File: config.mk
export PLATFORM = sky130hd
export DESIGN_NAME = pll_reconf_sched
export DESIGN_NICKNAME = d
export VERILOG_FILES = /design/src/rtl/pll_reconf_pkg.sv /design/src/rtl/pll_req_slot.sv /design/src/rtl/pll_reconf_sched.sv
export SDC_FILE = /design/constraint.sdc
export NUM_CORES = 1
export LEC_CHECK = 0
export ABC_AREA = 0
export BUFFER_PORTS_ARGS = -buffer_cell sky130_fd_sc_hd__buf_4
export CAP_MARGIN = 20
export CORE_MARGIN = 8
export CORE_UTILIZATION = 30
export DETAILED_ROUTE_END_ITERATION = 6
export PLACE_DENSITY = 0.54
export SETUP_SLACK_MARGIN = 0.4
export SYNTH_ARGS = -nofsm -noshare
export SYNTH_HDL_FRONTEND = slang
export SYNTH_SLANG_ARGS = --single-unit
File: constraint.sdc
create_clock -name clk -period 2.5 [get_ports clk]
set_input_delay 0.5 -clock clk [delete_from_list [all_inputs] [get_ports clk]]
set_output_delay 0.5 -clock clk [all_outputs]
set_load 0.1 [all_outputs]
File: src/rtl/pll_reconf_pkg.sv
// -----------------------------------------------------------------------------
// pll_reconf_pkg
// Shared definitions for the video PLL reconfiguration scheduler:
//   - PLL scheme width and the eight named scheme codes
//   - sequencer FSM state type
//   - requester identity type
//   - width of the shared timeout/settle timer
// -----------------------------------------------------------------------------
package pll_reconf_pkg;

    localparam int unsigned PLL_STATE_W = 3;
    localparam int unsigned TIMER_W     = 20;

    typedef logic [PLL_STATE_W-1:0] pll_scheme_t;

    localparam pll_scheme_t PLL_SCHEME_0 = 3'd0;
    localparam pll_scheme_t PLL_SCHEME_1 = 3'd1;
    localparam pll_scheme_t PLL_SCHEME_2 = 3'd2;
    localparam pll_scheme_t PLL_SCHEME_3 = 3'd3;
    localparam pll_scheme_t PLL_SCHEME_4 = 3'd4;
    localparam pll_scheme_t PLL_SCHEME_5 = 3'd5;
    localparam pll_scheme_t PLL_SCHEME_6 = 3'd6;
    localparam pll_scheme_t PLL_SCHEME_7 = 3'd7;

    typedef enum logic [1:0] {
        S_IDLE   = 2'd0,
        S_ISSUE  = 2'd1,
        S_WAIT   = 2'd2,
        S_SETTLE = 2'd3
    } sched_state_e;

    typedef enum logic {
        SRC_KBD = 1'b0,
        SRC_REG = 1'b1
    } req_src_e;

endpackage

File: src/rtl/pll_req_slot.sv
// -----------------------------------------------------------------------------
// pll_req_slot
// One pending-request slot: a valid bit plus the requested PLL scheme.
// A request overwrites the stored target (last request wins); a grant clears
// valid; a request in the same cycle as a grant leaves the slot valid with the
// new target.
//
// Ports:
//   clk       in   clock
//   rst       in   synchronous active-high reset (slot empty)
//   req_i     in   request pulse
//   target_i  in   requested scheme, qualified by req_i
//   grant_i   in   slot consumed by the arbiter this cycle
//   valid_o   out  slot holds a pending request
//   target_o  out  pending target scheme
// -----------------------------------------------------------------------------
module pll_req_slot
    import pll_reconf_pkg::*;
(
    input  logic                   clk,
    input  logic                   rst,
    input  logic                   req_i,
    input  logic [PLL_STATE_W-1:0] target_i,
    input  logic                   grant_i,
    output logic                   valid_o,
    output logic [PLL_STATE_W-1:0] target_o
);

    logic        valid_q,  valid_d;
    pll_scheme_t target_q, target_d;

    always_comb begin
        valid_d  = valid_q;
        target_d = target_q;
        if (grant_i) begin
            valid_d = 1'b0;
        end
        // Applied after the grant so a fresh request survives its own grant.
        if (req_i) begin
            valid_d  = 1'b1;
            target_d = target_i;
        end
    end

    always_ff @(posedge clk) begin
        if (rst) begin
            valid_q  <= 1'b0;
            target_q <= '0;
        end else begin
            valid_q  <= valid_d;
            target_q <= target_d;
        end
    end

    assign valid_o  = valid_q;
    assign target_o = target_q;

endmodule

File: src/rtl/pll_reconf_sched.sv
// -----------------------------------------------------------------------------
// pll_reconf_sched
// Arbitrates PLL mode-change requests from the register port (high priority)
// and the keyboard (low priority), issues one SSTEP per applied change, waits
// for SRDY with a timeout, then holds off for a settle interval before the
// next change. A request for the scheme already in use retires at once.
//
// Parameters:
//   TIMEOUT_CYC    cycles to wait for SRDY after SSTEP
//   SETTLE_CYC     idle cycles after each completion
//   DEFAULT_STATE  cur_state / pll_state after reset
//
// Ports:
//   clk, rst       clock (pll_top CLKIN) and synchronous active-high reset
//   kbd_req/state  keyboard request pulse and target scheme
//   reg_req/state  register-port request pulse and target scheme
//   kbd_done       one-cycle pulse when the keyboard request retires
//   reg_done       one-cycle pulse when the register request retires
//   sstep          one-cycle SSTEP pulse to pll_top
//   pll_state      STATE to pll_top, stable from SSTEP until retire
//   srdy           SRDY from pll_top
//   busy           high whenever the sequencer is not idle
//   cur_state      last successfully applied scheme
//   timeout_err    sticky: last attempted change timed out
// -----------------------------------------------------------------------------
module pll_reconf_sched
    import pll_reconf_pkg::*;
#(
    parameter int unsigned                TIMEOUT_CYC   = 1048575,
    parameter int unsigned                SETTLE_CYC    = 1024,
    parameter logic [PLL_STATE_W-1:0]     DEFAULT_STATE = 3'd0
) (
    input  logic                   clk,
    input  logic                   rst,
    input  logic                   kbd_req,
    input  logic [PLL_STATE_W-1:0] kbd_state,
    input  logic                   reg_req,
    input  logic [PLL_STATE_W-1:0] reg_state,
    output logic                   kbd_done,
    output logic                   reg_done,
    output logic                   sstep,
    output logic [PLL_STATE_W-1:0] pll_state,
    input  logic                   srdy,
    output logic                   busy,
    output logic [PLL_STATE_W-1:0] cur_state,
    output logic                   timeout_err
);

    localparam int unsigned TIMER_MAX = (1 << TIMER_W) - 1;
    localparam logic [TIMER_W-1:0] TMO_LIM =
        TIMER_W'((TIMEOUT_CYC > TIMER_MAX) ? TIMER_MAX : TIMEOUT_CYC);
    localparam logic [TIMER_W-1:0] STL_LIM =
        TIMER_W'((SETTLE_CYC > TIMER_MAX) ? TIMER_MAX : SETTLE_CYC);

    // Pending request slots
    logic        kbd_vld, reg_vld;
    pll_scheme_t kbd_tgt, reg_tgt;
    logic        grant_kbd, grant_reg;

    pll_req_slot u_kbd_slot (
        .clk      (clk),
        .rst      (rst),
        .req_i    (kbd_req),
        .target_i (kbd_state),
        .grant_i  (grant_kbd),
        .valid_o  (kbd_vld),
        .target_o (kbd_tgt)
    );

    pll_req_slot u_reg_slot (
        .clk      (clk),
        .rst      (rst),
        .req_i    (reg_req),
        .target_i (reg_state),
        .grant_i  (grant_reg),
        .valid_o  (reg_vld),
        .target_o (reg_tgt)
    );

    // Sequencer state
    sched_state_e         state_q,     state_d;
    logic [TIMER_W-1:0]   timer_q,     timer_d;
    req_src_e             src_q,       src_d;
    pll_scheme_t          pll_state_q, pll_state_d;
    pll_scheme_t          cur_state_q, cur_state_d;
    logic                 sstep_q,     sstep_d;
    logic                 err_q,       err_d;
    logic                 busy_q,      busy_d;
    logic                 kbd_done_q,  kbd_done_d;
    logic                 reg_done_q,  reg_done_d;

    req_src_e             gnt_src;
    pll_scheme_t          gnt_tgt;
    logic                 retire;
    req_src_e             retire_src;

    always_comb begin
        state_d     = state_q;
        // One timer serves both the SRDY timeout and the settle count; it is
        // cleared on entry to ISSUE and to SETTLE and saturates otherwise.
        timer_d     = (timer_q == '1) ? timer_q : timer_q + 1'b1;
        src_d       = src_q;
        pll_state_d = pll_state_q;
        cur_state_d = cur_state_q;
        sstep_d     = 1'b0;
        err_d       = err_q;
        grant_kbd   = 1'b0;
        grant_reg   = 1'b0;
        gnt_src     = SRC_KBD;
        gnt_tgt     = kbd_tgt;
        retire      = 1'b0;
        retire_src  = src_q;

        unique case (state_q)
            S_IDLE: begin
                if (reg_vld || kbd_vld) begin
                    if (reg_vld) begin
                        grant_reg = 1'b1;
                        gnt_src   = SRC_REG;
                        gnt_tgt   = reg_tgt;
                    end else begin
                        grant_kbd = 1'b1;
                    end
                    if (gnt_tgt == cur_state_q) begin
                        retire     = 1'b1;
                        retire_src = gnt_src;
                    end else begin
                        pll_state_d = gnt_tgt;
                        src_d       = gnt_src;
                        timer_d     = '0;
                        sstep_d     = 1'b1;
                        state_d     = S_ISSUE;
                    end
                end
            end
            S_ISSUE: begin
                state_d = S_WAIT;
            end
            S_WAIT: begin
                // SRDY is checked first so it wins over a simultaneous expiry.
                if (srdy) begin
                    cur_state_d = pll_state_q;
                    err_d       = 1'b0;
                    retire      = 1'b1;
                    timer_d     = '0;
                    state_d     = S_SETTLE;
                end else if (timer_q >= TMO_LIM) begin
                    err_d   = 1'b1;
                    retire  = 1'b1;
                    timer_d = '0;
                    state_d = S_SETTLE;
                end
            end
            S_SETTLE: begin
                if (timer_q >= STL_LIM) begin
                    state_d = S_IDLE;
                end
            end
            default: begin
                state_d = S_IDLE;
            end
        endcase

        kbd_done_d = retire && (retire_src == SRC_KBD);
        reg_done_d = retire && (retire_src == SRC_REG);
        busy_d     = (state_d != S_IDLE);
    end

    always_ff @(posedge clk) begin
        if (rst) begin
            state_q     <= S_IDLE;
            timer_q     <= '0;
            src_q       <= SRC_KBD;
            pll_state_q <= DEFAULT_STATE;
            cur_state_q <= DEFAULT_STATE;
            sstep_q     <= 1'b0;
            err_q       <= 1'b0;
            busy_q      <= 1'b0;
            kbd_done_q  <= 1'b0;
            reg_done_q  <= 1'b0;
        end else begin
            state_q     <= state_d;
            timer_q     <= timer_d;
            src_q       <= src_d;
            pll_state_q <= pll_state_d;
            cur_state_q <= cur_state_d;
            sstep_q     <= sstep_d;
            err_q       <= err_d;
            busy_q      <= busy_d;
            kbd_done_q  <= kbd_done_d;
            reg_done_q  <= reg_done_d;
        end
    end

    assign sstep       = sstep_q;
    assign pll_state   = pll_state_q;
    assign cur_state   = cur_state_q;
    assign timeout_err = err_q;
    assign busy        = busy_q;
    assign kbd_done    = kbd_done_q;
    assign reg_done    = reg_done_q;

endmodule

==> results.sh, run 1 <==
export IMPL_status="finished, final reports clean"
export IMPL_ys_top_cells_by_area="dfxtp_1, nor2_1, mux2i_1"
export IMPL_synth_seq_cells=42
export IMPL_drt_pass1_iter_count=4
export IMPL_path_max_fanout=8
export IMPL_syn2layout_area_growth_pct=24.35
export IMPL_fin_crit_ns=2.008
export IMPL_synth_edff_count=0
export IMPL_ant_nets=0
export IMPL_grt_remaining_overflow=0
export IMPL_htreeDepth=2
export IMPL_synthTopCellsByCount="dfxtp_1, nor2_1, a21oi_1, nand2_1, nand3_1"
export IMPL_path_buf_inv=1
export IMPL_vias_per_cell=5.157
export IMPL_fillers=637
export IMPL_grt_pass1_vias=1591
export IMPL_rsz0062_at_grt="false"
export IMPL_hold_viol_final=0
export IMPL_insertion_delay_ns=0.30
export IMPL_place_congestion=0.7866
export IMPL_cts_root_buffer="clkbuf_8"
export IMPL_syn_cell_area_um2=1963
export IMPL_die_area_um2=9389
export IMPL_row_count=29
export IMPL_tritoncts="yes"
export IMPL_avgRoutedWirePerCell_um=13.82
export IMPL_yosys_area_top_type="dfxtp_1"
export IMPL_slowest_delay_ns=0.50
export IMPL_fin_setup_tns_ns=0
export IMPL_initial_core_util=0.3092
export IMPL_drive_gt1_frac=0.2702
export IMPL_antenna_found_initial=0
export IMPL_cp_start_kind="flip-flop"
export IMPL_clk_pin_slew_ns=0.09
export IMPL_hold_path_depth=3
export IMPL_ir_drop_mv=0.3010
export IMPL_setup_violations=0
export IMPL_min_period_over_period=0.8034
export IMPL_reg2reg_depth=7
export IMPL_cts_buffers=5
export IMPL_dp_hpwl_mm=3.084
export IMPL_grt_pass1_wl_mm=7.320
export IMPL_leakage_nw=0.9075
export IMPL_cp_cell_sequence="ha_4, nand3_4, nor4_4, a21oi_2, o311ai_4, buf_6, a211oi_1"
export IMPL_fin_nets=260
export IMPL_hold_path_class="primary input to flip-flop"
export IMPL_drc_errors=0
export IMPL_power_density_nw_per_um2=689.0
export IMPL_final_max_slew_viol_count=0
export IMPL_critPathTopFamily="simple AND/OR/NAND/NOR gates"
export IMPL_timing_fmax_mhz=497.9
export IMPL_clock_path_buffers=2
export IMPL_tightestPinTransition_ns=0.4866
export IMPL_die_w_um=96.90
export IMPL_ys_types=45
export IMPL_wl_mm=4.492
export IMPL_antenna_cells=0
export IMPL_cp_end_kind="flip-flop"
export IMPL_dp_slack_ns=0.3760
export IMPL_syn_inst=217
export IMPL_utilization=0.3844
export IMPL_grtUsageTotal=0.09165
export IMPL_core_area_um2=6350
export IMPL_crit_slowest_cell="nor4_4"
export IMPL_slew_limit_headroom=0.6744
export IMPL_cp_data_required_time_ns=2.66
export IMPL_syn_avg_cell_area_um2=9.047
export IMPL_drt_iter0_drc=32
export IMPL_fin_ws_ns=0.4915
export IMPL_fin_skew_ns=0.007550
export IMPL_rrSetupSlack_ns=0.49
export IMPL_seq_area_frac_synth=0.4283
export IMPL_cp_arrival_ns=2.17
export IMPL_synth_fp_nets=230
export IMPL_synth_warnings=0
export IMPL_cp_depth=7
export IMPL_port_buffers=21
export IMPL_fp_dieH_um=96.90
export IMPL_vias=1676
export IMPL_synth_most_common_cell="dfxtp_1"
export IMPL_synth_top_cell_area_share=0.4283
export IMPL_maxCapViolations=0
export IMPL_crit_type="flip-flop to flip-flop"
export IMPL_boundaryPins=22
export IMPL_ys_flop_type="dfxtp_1"
export IMPL_grt_max_degree=23
export IMPL_async_flop_share=0
export IMPL_cts_sinks=42
[sequential cells by signal, summed over array words and instances, names as in the netlist]
register	count
pll_state	3
u_kbd_slot.valid_o	1
busy	1
reg_done	1
u_reg_slot.target_o	3
state_q	2
u_kbd_slot.target_o	3
sstep	1
timeout_err	1
cur_state	3
timer_q	20
u_reg_slot.valid_o	1
kbd_done	1
src_q	1
[cells by family after synthesis]
logic type / count (synthesis) / synth area share
DFF: 42 / 0.4283
AOI/OAI and AO/OA: 39 / 0.1542
muxes: 10 / 0.05290
and+or+nand+nor: 99 / 0.2626
buffers and inverters: 12 / 0.03123
xor gates and xnor gates: 13 / 0.05800
adders and majority gates: 2 / 0.01274
[placed cells by master (no fill, tap or decap), types with 3 or more instances in the layout]
master | synthesis | final
a21oi_1 | 17 | 16
nor3_1 | 5 | 5
buf_4 | 0 | 28
xor2_1 | 5 | 5
mux2i_1 | 9 | 8
xnor2_1 | 8 | 8
dfxtp_1 | 42 | 35
clkbuf_8 | 0 | 5
and4_1 | 3 | 3
nand4_1 | 9 | 9
and3_1 | 3 | 3
a21oi_2 | 2 | 3
dfxtp_4 | 0 | 3
nor2_1 | 34 | 34
a211oi_1 | 6 | 6
dfxtp_2 | 0 | 4
nand3_1 | 14 | 13
nand2_1 | 16 | 15
inv_1 | 5 | 5
[stage by stage]
stage | power, W | area (um^2) | hold WS (ns) | std cells
2_1_floorplan | 0.0009579 | 1967 | 0.4438 | 217
3_3_place_gp | 0.001026 | 2208 | 0.4668 | 312
3_5_place_dp | 0.001026 | 2208 | 0.4679 | 312
4_1_cts | 0.001680 | 2347 | 0.4243 | 320
5_1_grt | 0.001760 | 2441 | 0.4230 | 325
6_report | 0.001682 | 2441 | 0.4313 | 325
[report_power, final]
part	total [W]	switching (W)	internal (W)	leakage, nW
clock network	0.000650	0.000249	0.000400	0.0683
logic	0.000300	0.000203	0.0000964	0.494
registers	0.000732	0.0000301	0.000702	0.346
[tightest hold or removal path: stages]
cell	delay, ns
buf_4	0.08
mux2i_1	0.05
nor2_1	0.07
[worst paths after layout]
check / startpoint / to
worst min-delay path: kbd_state[0] / u_kbd_slot.target_o[0]$_SDFFE_PP0P_
worst max-delay path: timer_q[1]$_SDFF_PP0_ / timer_q[6]$_SDFF_PP0_
worst max register to register: timer_q[1]$_SDFF_PP0_ / timer_q[6]$_SDFF_PP0_
worst min register to register: cur_state[1]$_SDFFE_PP0P_ / cur_state[1]$_SDFFE_PP0P_
[routing by layer]
| layer | vias to the layer above | GRT usage | routed length (um) | share of wire |
|---|---|---|---|---|
| met3 | 7 | 0.02916 | 195 | 0.043 |
| met5 | - | 0 | 0 | 0 |
| met2 | 31 | 0.1448 | 2060 | 0.46 |
| met4 | 0 | 0.03550 | 67 | 0.015 |
| met1 | 789 | 0.1125 | 2168 | 0.48 |
| li1 | 849 | - | - | - |
[repair_timing]
item,in CTS,in global routing
gates resized for setup,1,20
pin swaps,0,5
hold buffers,0,0
setup buffers,0,3
endpoints found under the setup margin,3,23
gates cloned,0,2
[layout make-up]
class	instances	area, um^2	area share
tap	77	96.34	0.03947
timing repair buffer	30	232.7	0.09534
inverter	5	18.77	0.007688
clock buffer	5	68.82	0.02819
multi-input combinational	163	1099	0.4500
sequential	42	857.1	0.3511
clock inverter	3	68.82	0.02819
Power figures use the tool's default switching activity.
==> run 2: changes to the inputs <==
- clock period: 2.5 -> 1.9 ns (I/O delays scaled with it)
==> run 2 against run 1 <==
Net effect:
- highest routed layer unchanged
- die area unchanged
- worst hold slack got worse by 0.11 ns
- cell count is 8.9% higher
- core utilization up 8.7 points
- clock-buffer cell count increased by 2
- register-to-register slack worse by 0.38 ns
- setup slack got worse by 0.38 ns
- via count up 9.9%
- first-iteration DRC count up 100%
==> results.sh, run 2 (synthesis gave the netlist of run 1 again) <==
export IMPL_vias=1842
export IMPL_dp_hpwl_mm=3.470
export IMPL_cts_root_buffer="clkbuf_8"
export IMPL_hold_path_class="primary input to flip-flop"
export IMPL_timing_fmax_mhz=558.1
export IMPL_clock_path_buffers=2
export IMPL_fillers=588
export IMPL_crit_type="flip-flop to flip-flop"
export IMPL_core_area_um2=6350
export IMPL_cp_start_kind="flip-flop"
export IMPL_rsz0062_at_grt="true"
export IMPL_grt_remaining_overflow=0
export IMPL_fin_crit_ns=1.792
export IMPL_largest_register_ffs=20
export IMPL_htreeDepth=2
export IMPL_final_cell_mix="buf_4, nor2_1, dfxtp_1"
export IMPL_power_density_nw_per_um2=719.4
export IMPL_hold_viol_final=0
export IMPL_row_count=29
export IMPL_insertion_delay_ns=0.29
export IMPL_die_area_um2=9389
export IMPL_avgRoutedWirePerCell_um=14.45
export IMPL_cp_data_required_time_ns=2.14
export IMPL_fin_nets=289
export IMPL_grt_pass1_vias=1833
export IMPL_drive_gt1_frac=0.5126
export IMPL_final_max_slew_viol_count=0
export IMPL_fin_setup_tns_ns=0
export IMPL_ir_drop_mv=0.4053
export IMPL_fin_skew_ns=0.01226
export IMPL_fp_dieH_um=96.90
export IMPL_cp_arrival_ns=2.03
export IMPL_path_max_fanout=7
export IMPL_cp_end_kind="flip-flop"
export IMPL_die_w_um=96.90
export IMPL_cts_sinks=42
export IMPL_min_period_over_period=0.9430
export IMPL_cts_hold_buf=0
export IMPL_dp_slack_ns=0.01443
export IMPL_wl_mm=5.114
export IMPL_clk_pin_slew_ns=0.08
export IMPL_cts_buffers=5
export IMPL_m1WireLength_mm=2.324
export IMPL_initial_core_util=0.3092
export IMPL_place_congestion=0.7996
export IMPL_leakage_nw=1.120
export IMPL_antenna_cells=0
export IMPL_syn2layout_area_growth_pct=52.64
export IMPL_slew_limit_headroom=0.7510
export IMPL_tightestPinTransition_ns=0.3721
export IMPL_top_register="timer_q"
export IMPL_fin_ws_ns=0.1083
export IMPL_status="finished, final reports clean"
export IMPL_drt_iter0_drc=65
export IMPL_port_buffers=21
export IMPL_grtUsageTotal=0.1081
export IMPL_ant_nets=0
export IMPL_setup_violations=0
export IMPL_vias_per_cell=5.203
export IMPL_mostFrequentLayoutCell="buf_4"
export IMPL_antenna_found_initial=0
export IMPL_wl_met3_um=148
export IMPL_maxCapViolations=0
export IMPL_grt_max_degree=22
export IMPL_tritoncts="yes"
export IMPL_drt_pass1_iter_count=4
export IMPL_boundaryPins=22
export IMPL_wl_met2_mm=2.551
export IMPL_top_layer="met4"
export IMPL_drc_errors=0
export IMPL_grt_pass1_wl_mm=8.707
## run 2: cell count changes in the layout (fill, tap and decap cells not counted), moves of 5 or more
cell / change
dfxtp_1: -13
buf_4: +20
dfxtp_2: +10
nor2_4: +6
nor2_1: -9
buf_6: +5
## run 2: area by class of cell
class	instances	area (um^2)	share of cell area
multi-input cells	164	1403	0.4681
flip-flops and latches	42	880.8	0.2939
repair buffers	58	506.7	0.1691
well taps	77	96.34	0.03215
clock buffers	7	86.33	0.02881
inverters	5	18.77	0.006263
clock inverters	1	5.005	0.001670
## run 2: worst paths after layout
check	startpoint	endpoint	slack, ns	depth (start not counted)
setup reg to reg	u_reg_slot.valid_o$_SDFFE_PP0P_	timer_q[9]$_SDFF_PP0_	0.11	7
hold / removal	reg_state[1]	u_reg_slot.target_o[1]$_SDFFE_PP0P_	0.32	3
setup / recovery	u_reg_slot.valid_o$_SDFFE_PP0P_	timer_q[9]$_SDFF_PP0_	0.11	7
hold reg to reg	src_q$_SDFFE_PP0P_	kbd_done$_SDFF_PP0_	0.49	1
## run 2: layer usage
metal / vias up / global-route usage
met4: 0 / 0.04734
li1: 911 / -
met1: 896 / 0.1253
met5: - / 0
met3: 6 / 0.02560
met2: 29 / 0.1839
## run 2: power by group
group | internal, W | switching, W | total [W]
clock network | 0.000294 | 0.000305 | 0.000599
registers | 0.000918 | 0.0000442 | 0.000963
logic | 0.000249 | 0.000345 | 0.000594
## run 2: critical path, stage by stage, from the launching register on
cell      delay [ns]
dfxtp_4         0.42
mux2i_4         0.31
xnor2_4         0.12
o31ai_4         0.31
o311ai_4        0.18
buf_12          0.17
buf_16          0.13
nor2_2          0.09
## run 2: metrics by stage
stage	std cells	total power (W)	util	instance area [um^2]	hold slack, ns
floorplan	217	0.001311	-	2135	0.4438
global placement	325	0.001425	0.3900	2476	0.4723
detailed placement	325	0.001427	0.3900	2476	0.4760
CTS	343	0.002099	0.4388	2786	0.3126
global route	354	0.002254	0.4719	2997	0.3313
finish	354	0.002156	0.4719	2997	0.3164
## run 2: what timing repair did
item / CTS / global route
pin swaps: 11 / 17
endpoints found under the setup margin: 30 / 31
resized for setup: 30 / 28
cloned: 1 / 1
buffers inserted: 9 / 10
==> run 3: changes to the inputs <==
- PLACE_DENSITY: 0.54 -> 0.57
==> run 3 against run 2 <==
Net effect:
- wire length is 4.8% lower
- flip-flop and latch count unchanged
- clock skew is essentially flat
- critical path depth unchanged
- first-iteration DRC count down 6.2%
- largest cell class unchanged
==> results.sh, run 3 (synthesis gave the netlist of run 1 again) <==
export IMPL_status="finished, final reports clean"
export IMPL_mostFrequentLayoutCell="buf_4"
export IMPL_cts_root_buffer="clkbuf_8"
export IMPL_timing_rr_start="u_reg_slot.valid_o$_SDFFE_PP0P_"
export IMPL_timing_fmax_mhz=545.6
export IMPL_p_clk_frac=0.283
export IMPL_tightestPinTransition_ns=0.3243
export IMPL_drt_iter0_drc=61
export IMPL_slew_limit_headroom=0.7838
export IMPL_min_period_over_period=0.9647
export IMPL_crit_path_end="timer_q[15]$_SDFF_PP0_"
export IMPL_dp_hpwl_mm=3.239
export IMPL_grt_remaining_overflow=0
export IMPL_grt_max_degree=23
export IMPL_setup_violations=0
export IMPL_wl_mm=4.871
export IMPL_fin_nets=282
export IMPL_drive_gt1_frac=0.4444
export IMPL_fin_cells=347
export IMPL_crit_type="flip-flop to flip-flop"
export IMPL_final_cell_mix="buf_4, dfxtp_1, nor2_1"
export IMPL_reg2reg_depth=7
export IMPL_p_seq_frac=0.458
export IMPL_leakage_nw=1.055
export IMPL_antenna_cells=0
export IMPL_fin_skew_ns=0.01229
export IMPL_swShare=0.3194
export IMPL_cts_sinks=42
export IMPL_cp_start_kind="flip-flop"
export IMPL_cp_end_kind="flip-flop"
export IMPL_rrSetupSlack_ns=0.07
export IMPL_final_max_slew_viol_count=0
export IMPL_cp_data_required_time_ns=2.13
export IMPL_cts_buffers=5
export IMPL_grt_pass1_vias=1796
export IMPL_cts_hold_buf=0
export IMPL_avgRoutedWirePerCell_um=14.04
export IMPL_clk_pin_slew_ns=0.09
export IMPL_critical_path_startpoint="u_reg_slot.valid_o$_SDFFE_PP0P_"
export IMPL_grt_pass1_wl_mm=8.224
export IMPL_placed_cells=321
export IMPL_clock_path_buffers=2
export IMPL_vias_per_cell=5.072
export IMPL_rr_endpoint="timer_q[15]$_SDFF_PP0_"
export IMPL_rsz0062_at_grt="true"
export IMPL_fp_dieH_um=96.90
export IMPL_top_register="timer_q"
export IMPL_die_area_um2=9389
export IMPL_syn2layout_area_growth_pct=45.89
export IMPL_antenna_found_initial=0
export IMPL_p_comb_frac=0.259
export IMPL_cp_arrival_ns=2.06
export IMPL_maxCapViolations=0
export IMPL_hold_viol_final=0
export IMPL_place_congestion=0.8184
export IMPL_fin_setup_tns_ns=0
export IMPL_die_w_um=96.90
export IMPL_intPower_w=0.001435
export IMPL_drt_pass1_iter_count=4
export IMPL_drc_errors=0
export IMPL_hold_path_class="primary input to flip-flop"
export IMPL_initial_core_util=0.3092
export IMPL_boundaryPins=22
export IMPL_power_switching_w=0.0006734
export IMPL_power_density_nw_per_um2=736.2
export IMPL_core_area_um2=6350
export IMPL_tritoncts="yes"
export IMPL_htreeDepth=2
export IMPL_vias=1760
export IMPL_fin_crit_ns=1.833
export IMPL_row_count=29
export IMPL_hold_ws_ns=0.3204
export IMPL_insertion_delay_ns=0.29
export IMPL_ir_drop_mv=0.5534
export IMPL_path_max_fanout=8
export IMPL_port_buffers=21
export IMPL_grtUsageTotal=0.1030
export IMPL_utilization=0.4510
export IMPL_largest_register_ffs=20
export IMPL_ant_nets=0
export IMPL_power_w=0.002108
[run 3: what timing repair did]
item / in CTS / in global routing
resized for setup: 16 / 22
setup endpoints to repair: 29 / 31
buffers inserted: 7 / 10
pin swaps: 7 / 14
gates cloned: 1 / 0
[run 3: final cells by class]
| class | count | area, um^2 |
|---|---|---|
| sequential | 42 | 870.8 |
| fill | 579 | 3486 |
| clock buffer | 7 | 86.33 |
| clock inverter | 1 | 5.005 |
| tap | 77 | 96.34 |
| multi-input combinational | 164 | 1364 |
| timing repair buffer | 51 | 422.9 |
| inverter | 5 | 18.77 |
[run 3: through the flow]
stage	worst slack, ns	cell area, um^2
after detailed placement	-0.005064	2446
after global routing	-0.03025	2864
after global placement	0.04902	2446
final	0.06704	2864
after floorplan	0.1748	2135
after CTS	0.1093	2680
[run 3: worst max-delay path, stage by stage (launching register included)]
cell and delay, ns:
dfxtp_4 0.42, mux2i_4 0.32, xnor2_4 0.13, o31ai_4 0.30
o311ai_4 0.15, buf_12 0.17, buf_8 0.13, nor3_2 0.15
[run 3: how the worst min path moves through the flow]
stage | start | endpoint | cells past startpoint
6_report | kbd_state[2] | u_kbd_slot.target_o[2]$_SDFFE_PP0P_ | 3
5_1_grt | kbd_state[2] | u_kbd_slot.target_o[2]$_SDFFE_PP0P_ | 3
4_1_cts | kbd_state[2] | u_kbd_slot.target_o[2]$_SDFFE_PP0P_ | 3
3_5_place_dp | timeout_err$_SDFFE_PP0N_ | timeout_err$_SDFFE_PP0N_ | 2
3_3_place_gp | pll_state[2]$_SDFFE_PP0P_ | cur_state[2]$_SDFFE_PP0P_ | 2
2_1_floorplan | src_q$_SDFFE_PP0P_ | kbd_done$_SDFF_PP0_ | 1
[run 3: power by group through the flow]
stage          registers [W]  clock network, W  logic [W]
2_1_floorplan        0.00109                 0   0.000216
3_3_place_gp        0.000985                 0   0.000434
3_5_place_dp        0.000986                 0   0.000435
4_1_cts             0.000965          0.000614   0.000500
5_1_grt             0.000972          0.000658   0.000578
6_report            0.000966          0.000596   0.000547
[run 3: metal layers]
layer	vias up	global-route usage	wire length, um
met5	-	0	0
met4	0	0.03669	59
met3	6	0.03129	212
met2	25	0.1823	2483
met1	835	0.1128	2114
li1	894	-	-
